File: config.mk
export PLATFORM = sky130hd
export DESIGN_NAME = data_mem_responder
export DESIGN_NICKNAME = d
export VERILOG_FILES = /design/src/rtl/data_mem_responder.sv
export SDC_FILE = /design/constraint.sdc
export NUM_CORES = 2
export LEC_CHECK = 0
export CELL_PAD_IN_SITES_DETAIL_PLACEMENT = 0
export CELL_PAD_IN_SITES_GLOBAL_PLACEMENT = 1
export CORE_MARGIN = 2
export CORE_UTILIZATION = 45
export CTS_CLUSTER_DIAMETER = 30
export CTS_CLUSTER_SIZE = 20
export DETAILED_ROUTE_END_ITERATION = 10
export GPL_TIMING_DRIVEN = 1
export PLACE_DENSITY = 0.71
export SLEW_MARGIN = 20
export SYNTH_ARGS = -nofsm -noshare
export SYNTH_HDL_FRONTEND = slang
export SYNTH_SLANG_ARGS = --single-unit
export TNS_END_PERCENT = 50
File: constraint.sdc
create_clock -name clk -period 6.3 [get_ports clk]
set_input_delay 0.945 -clock clk [delete_from_list [all_inputs] [get_ports clk]]
set_output_delay 0.945 -clock clk [all_outputs]
set_load 0.02 [all_outputs]
File: src/rtl/data_mem_responder.sv
// Data memory responder for the MEM stage: serializes one load or store at a
// time through a word-addressed RAM with a fixed multi-cycle latency.
module data_mem_responder #(
  parameter int WORD_SIZE = 16,
  parameter int ADDR_BITS = 8,
  parameter int LATENCY   = 2
) (
  input  logic                 clk,
  input  logic                 reset_n,
  input  logic                 mem_read,
  input  logic                 mem_write,
  input  logic [WORD_SIZE-1:0] address,
  input  logic [WORD_SIZE-1:0] write_data,
  output logic [WORD_SIZE-1:0] read_data,
  output logic                 mem_stall,
  output logic                 done,
  output logic                 req_conflict
);

  typedef enum logic [1:0] {IDLE, BUSY, DONE} state_t;

  localparam logic [3:0] CNT_INIT = 4'(LATENCY - 1);

  state_t                 state_q, state_d;
  logic [3:0]             cnt_q;
  logic [ADDR_BITS-1:0]   addr_q;
  logic [WORD_SIZE-1:0]   data_q;
  logic                   is_store_q;
  logic                   req, accept, commit;

  logic [WORD_SIZE-1:0]   ram [2**ADDR_BITS];

  generate
    if (WORD_SIZE > ADDR_BITS) begin : g_addr_hi
      logic unused_addr_hi;
      assign unused_addr_hi = ^address[WORD_SIZE-1:ADDR_BITS];
    end
  endgenerate

  // NOTE: every output of this block gets a default first so no path can infer a latch.
  always_comb begin
    req       = mem_read | mem_write;
    state_d   = state_q;
    mem_stall = 1'b0;
    done      = 1'b0;
    accept    = 1'b0;
    commit    = 1'b0;
    case (state_q)
      IDLE: begin
        // Stall is combinational on the request but must stay low in reset.
        mem_stall = req & reset_n;
        if (req) begin
          accept  = 1'b1;
          state_d = BUSY;
        end
      end
      BUSY: begin
        mem_stall = 1'b1;
        if (cnt_q == 4'd0) begin
          commit  = 1'b1;
          state_d = DONE;
        end
      end
      DONE: begin
        done    = 1'b1;
        state_d = IDLE;
      end
      default: state_d = IDLE;
    endcase
  end

  // NOTE: sequential state uses non-blocking assignments so all registers update from pre-edge values.
  always_ff @(posedge clk or negedge reset_n) begin
    if (!reset_n) begin
      state_q      <= IDLE;
      cnt_q        <= 4'd0;
      addr_q       <= '0;
      data_q       <= '0;
      is_store_q   <= 1'b0;
      read_data    <= '0;
      req_conflict <= 1'b0;
    end else begin
      state_q <= state_d;
      if (accept) begin
        addr_q     <= address[ADDR_BITS-1:0];
        data_q     <= write_data;
        is_store_q <= mem_write;
        cnt_q      <= CNT_INIT;
        if (mem_read && mem_write) req_conflict <= 1'b1;
      end else if (state_q == BUSY && cnt_q != 4'd0) begin
        cnt_q <= cnt_q - 4'd1;
      end
      if (commit && !is_store_q) read_data <= ram[addr_q];
    end
  end

  // NOTE: the RAM array has no reset; its contents must survive reset_n.
  always_ff @(posedge clk) begin
    if (commit && is_store_q) ram[addr_q] <= data_q;
  end

endmodule

# [After elaboration in Yosys (flattened, before gate mapping)]
# Memory sizes are Yosys's and may differ from the RTL's. A register that Yosys moved wholly into a read port is not among the register bits.
# Index checks and enable logic that the tools add are counted.
[totals] n_memories=1 ramBits=4096 input_bits=36 register_bits=32
[op_classes] reduce_logical=12 n_bitwise=2 mux=13 addsub=1 n_eq_ne=4
[mem_list] name="ram" words=256 word_bits=16 read_ports=1 rd_ports_with_merged_regs=1 wr=1 line_no="31" source="logic [WORD_SIZE-1:0] ram [2**ADDR_BITS];"
[ops] cell="4-bit two-way mux" n=2
[ops] cell="1-bit two-way mux" n=7
[ops] cell="1-bit logical AND" n=4
[ops] cell="4-bit zero test" n=1
[ops] cell="2-bit two-way mux" n=2
[ops] cell="2-bit != test, second input constant" n=2
[ops] cell="2-bit one-hot mux with 2 select lines" n=1
[ops] cell="2-bit AND reduction" n=2
[ops] cell="4-bit nonzero test" n=1
[ops] cell="4-bit by 1-bit subtractor with 4-bit output, second input constant" n=1
[ops] cell="2-bit by 1-bit equality test with 1-bit output, second input constant" n=1
[ops] cell="2-bit equality test, second input constant" n=1
[ops] cell="1-bit zero test" n=2
[ops] cell="2-bit zero test" n=1
[ops] cell="1-bit one-hot mux with 2 select lines" n=1
[ops] cell="2-bit nonzero test" n=1
[ops] cell="1-bit bitwise AND" n=1
[ops] cell="1-bit OR" n=1

# [Longest topological paths before layout]
[depth] word_depth=6 ltp_mapped=13

# [Least setup slack after synthesis]
# Ideal clock, no wire load.
[synth_timing] path_kind="reg-to-reg" start="reg data_q[0]" end="mem ram[0][0] (data pin)" stages_incl_launch_ff=1 path_slack_ns=2.316 setup_time_ns=0.803 arrival_time_ns=3.181 path_cell_list="dfrtp_1"
[synth_lines] item="start: declaration" line_no="27" source="logic [WORD_SIZE-1:0] data_q;"
[synth_lines] item="start signal: assignment" line_no="86" source="data_q <= write_data;"
[synth_lines] item="end: declaration" line_no="31"
# No word-level cell before the write port.

==> flow_summary.yaml <==
yosys:
  synth_mux_area_frac: 0.160
  synth_area_leaders: "sky130_fd_sc_hd__edfxtp_1 (77%), sky130_fd_sc_hd__mux4_2 (14%), sky130_fd_sc_hd__mux2i_1 (1.5%)"
  synthesis.area_um2: 159000
  yosysTopAreaCellShare: 0.774
  synth.ff_latch_count: 4144
  yosys.area_share.simple: 0.0217
  synth_fa_ha_area_frac: 0.0000788
  post_synthesis_share_of_cell_area_spent_on_xor_and_xnor_gates: 0.000165
  synthMostInstantiatedCell: "sky130_fd_sc_hd__edfxtp_1"
  ys.flop_type: "sky130_fd_sc_hd__edfxtp_1"
  fraction_of_synthesis_flops_using_an_asynchronous_set_or_reset_pin: 0.0116
  netlist_top_cells_count: "sky130_fd_sc_hd__edfxtp_1 (4096), sky130_fd_sc_hd__mux4_2 (998), sky130_fd_sc_hd__nor2_1 (311)"
  ys_seq_area_frac: 0.782
  syn-num-nets: 7170
  postSynthCellCount: 7133
  synth.yosys.warnings: 0
  number_of_flops_mapped_to_enable_cells_by_yosys: 4096
  synth_compound_gate_area_share: 0.0224
  synth_top_family_by_area: "multiplexers"
  synthDistinctLibCells: 72
  netlist.top_cell.by_area: "sky130_fd_sc_hd__edfxtp_1"
  syn-mean-instance-area_um2: 22.3
critical_path:
  r2r_cells: 11
  timing_worst_setup_path_type: "reg -> reg"
  crit_slowest_cell: "sky130_fd_sc_hd__a2111oi_1"
  r2r-start: "addr_q[1]$_DFFE_PN0P_"
  cell_with_the_most_instances_on_the_worst_path: "sky130_fd_sc_hd__buf_4"
  setup.worst_path.start: "addr_q[1]$_DFFE_PN0P_"
  crit_fanout: 32
  cp_data_arrival_time_ps: 5950
  crit_path_capture_type: "register"
  cp_cell_sequence: "buf_4 > and2_2 > buf_4 > a22oi_1 > a22o_1 > a2111oi_1 > buf_4 > mux2i_1 > a211oi_1 > buf_4 > o2bb2ai_1"
  cp.required_ps: 7240
  rr_endpoint: "read_data[9]$_DFFE_PN0P_"
  worst-r2r-setup-slack_ps: 1290
  crit_path_max_incr_delay_ps: 1080
  cp-start-kind: "register"
  critPathCapture: "read_data[9]$_DFFE_PN0P_"
cells_and_area:
  number_of_nets_at_the_end_of_the_flow: 7919
  area_growth_syn_to_layout_pct: 20.8
  final_std_cells_w_o_fill: 13125
  drive_gt1_frac: 0.323
  fillCellCount: 25939
  post-route-util: 0.545
timing:
  final_period_minus_worst_setup_slack_ps: 5010
  max_transition_margin: 0.131
  hold_viol: 0
  fin_setup_tns_ps: 0
  rsz0062_at_grt: "no"
  postLayoutSetupSlackWorst_ps: 1290
  timing.fmax_mhz: 199
  finalSetupViolations: 0
  post-route-period-util: 0.796
  worstMarginPinSlew_ps: 1300
  finClkSkew_ps: 78.5
  slew_viol_final: 0
placement:
  gp_congestion: 0.867
  dp.final_hpwl_um: 251000
  placement.io_buffers: 46
  placed_cells: 11786
  place_ws_ps: 1400
pwr:
  max-vdd-ir-drop_uv: 450
  leakagePower_nw: 61.6
  power.density_nw_per_um2: 523
routing:
  routed_wire_length_per_instance_um: 33.0
  antenna_left: 0
  final_wl_um: 433000
  detailroute.via_count: 80335
  detailedRoute.firstIterationViolations: 11109
  drt-pass1-iter-count: 8
  drt_drc_violations_left: 0
  vias_per_cell: 6.12
floorplanning:
  die_height_um: 598
  start_util: 0.451
  core_um2: 352000
  die_w_um: 598
  core.rowCount: 218
  die_area_um2: 358000
  io_pins: 55
global_routing:
  grt.total_usage: 0.241
  grt_overflow_total: 0
  grt_pass1_vias: 80922
  wire_length_of_the_first_global_routing_pass_um: 610000
  antenna_found_initial: 17
  grt_start_max_net_pins: 229
clock_tree:
  clk_path_buf_depth: 4
  cts_tree: "yes"
  cts.clk_slew.worst_paths_ps: 50
  post_cts.resized_instances: 0
  clock_tree.root_cell: "sky130_fd_sc_hd__clkbuf_16"
  number_of_clock_buffers_inserted_by_tritoncts: 708
  clock_sinks: 4144
  clkLatencyLatePin_ps: 1060
  ctsHtreeMaxLevel: 6
flow_run:
  max_cap_viol_count: 0
hold_path:
  min_path_type: "in -> async"
run_status:
  result_of_the_run: "complete, no violations"
## critical path, delay by kind of cell, from the launching register on
family | cells | cell delay, ps
DFF | 1 | 940
AOI/OAI and AO/OA | 5 | 1860
muxes | 1 | 70
and+or+nand+nor | 1 | 670
buffers and inverters | 4 | 1310
## per-layer routing
metal,global-route usage,up-vias,part of all wire
li1,-,32031,-
met1,0.328,42882,0.38
met2,0.377,4600,0.48
met3,0.0505,820,0.096
met4,0.105,2,0.046
met5,0,-,0.000046
## registers in the layout, summed over array words and instances, names as in the netlist
signal,cells
ram,4096
req_conflict,1
cnt_q,4
read_data,16
addr_q,8
data_q,16
is_store_q,1
state_q,2
## area by class of cell
cell class                 instances  area [um2]  area share
clock inverter                   534        6530      0.0341
clock buffer                     794       18200      0.0950
timing repair buffer             452        4110      0.0214
inverter                           5        26.3    0.000137
sequential                      4144      124000       0.648
antenna                            5        12.5   0.0000652
tap                             4620        5780      0.0301
multi-input combinational       2571       32900       0.171
## power breakdown
group          total, mW  switching, mW  internal [mW]
Clock               39.2           14.0           25.2
Sequential          36.4           1.55           34.8
Combinational       24.7           16.0           8.72
## layout by cell type, fill, tap and decap left out, types with 33 or more instances in the layout
master / instances
sky130_fd_sc_hd__a22oi_1: 51
sky130_fd_sc_hd__a32oi_1: 78
sky130_fd_sc_hd__o22ai_1: 108
sky130_fd_sc_hd__mux4_2: 998
sky130_fd_sc_hd__clkdlybuf4s50_1: 45
sky130_fd_sc_hd__edfxtp_1: 4096
sky130_fd_sc_hd__clkbuf_1: 76
sky130_fd_sc_hd__nor2_2: 50
sky130_fd_sc_hd__clkinv_1: 82
sky130_fd_sc_hd__clkinvlp_4: 88
sky130_fd_sc_hd__o21ai_0: 34
sky130_fd_sc_hd__clkbuf_16: 715
sky130_fd_sc_hd__inv_6: 58
sky130_fd_sc_hd__mux2i_1: 235
sky130_fd_sc_hd__buf_4: 358
sky130_fd_sc_hd__buf_12: 41
sky130_fd_sc_hd__nor2_1: 246
sky130_fd_sc_hd__a21oi_1: 43
sky130_fd_sc_hd__nand2_1: 250
sky130_fd_sc_hd__clkinv_4: 56
sky130_fd_sc_hd__clkinv_2: 98
sky130_fd_sc_hd__mux2_2: 33
sky130_fd_sc_hd__bufinv_16: 98
sky130_fd_sc_hd__nand3_1: 70
## repair_timing
action	in CTS	in global routing
setup buffers	0	0
endpoints found under the hold margin	4	0
hold buffers	1	0
## how the worst min path moves through the flow
| stage | startpoint | endpoint | cells past startpoint |
|---|---|---|---|
| floorplan | cnt_q[3]$_DFFE_PN0P_ | cnt_q[3]$_DFFE_PN0P_ | 2 |
| global placement | req_conflict$_DFFE_PN0P_ | req_conflict$_DFFE_PN0P_ | 1 |
| global route | reset_n | data_q[14]$_DFFE_PN0P_ | 2 |
| detailed placement | req_conflict$_DFFE_PN0P_ | req_conflict$_DFFE_PN0P_ | 1 |
| CTS | reset_n | data_q[14]$_DFFE_PN0P_ | 2 |
| finish | reset_n | data_q[14]$_DFFE_PN0P_ | 2 |
## metrics by stage
step	power [mW]	area, um2	hold slack, ps
floorplan	51.7	159000	506
global placement	60.9	167000	453
detailed placement	61.5	167000	468
CTS	101	192000	177
global route	103	192000	253
finish	100	192000	242
## logic make-up (layout without fill, tap and decap cells)
| group | after synthesis | after routing |
|---|---|---|
| mux | 1285 | 1285 |
| flops | 4144 | 4144 |
| fa+ha+maj | 1 | 1 |
| compound gates | 490 | 490 |
| xor+xnor | 3 | 3 |
| buf+inv | 418 | 1785 |
| simple gates | 792 | 792 |
| other cells | 0 | 5 |
Note: power is estimated with default switching activity, not from simulation.
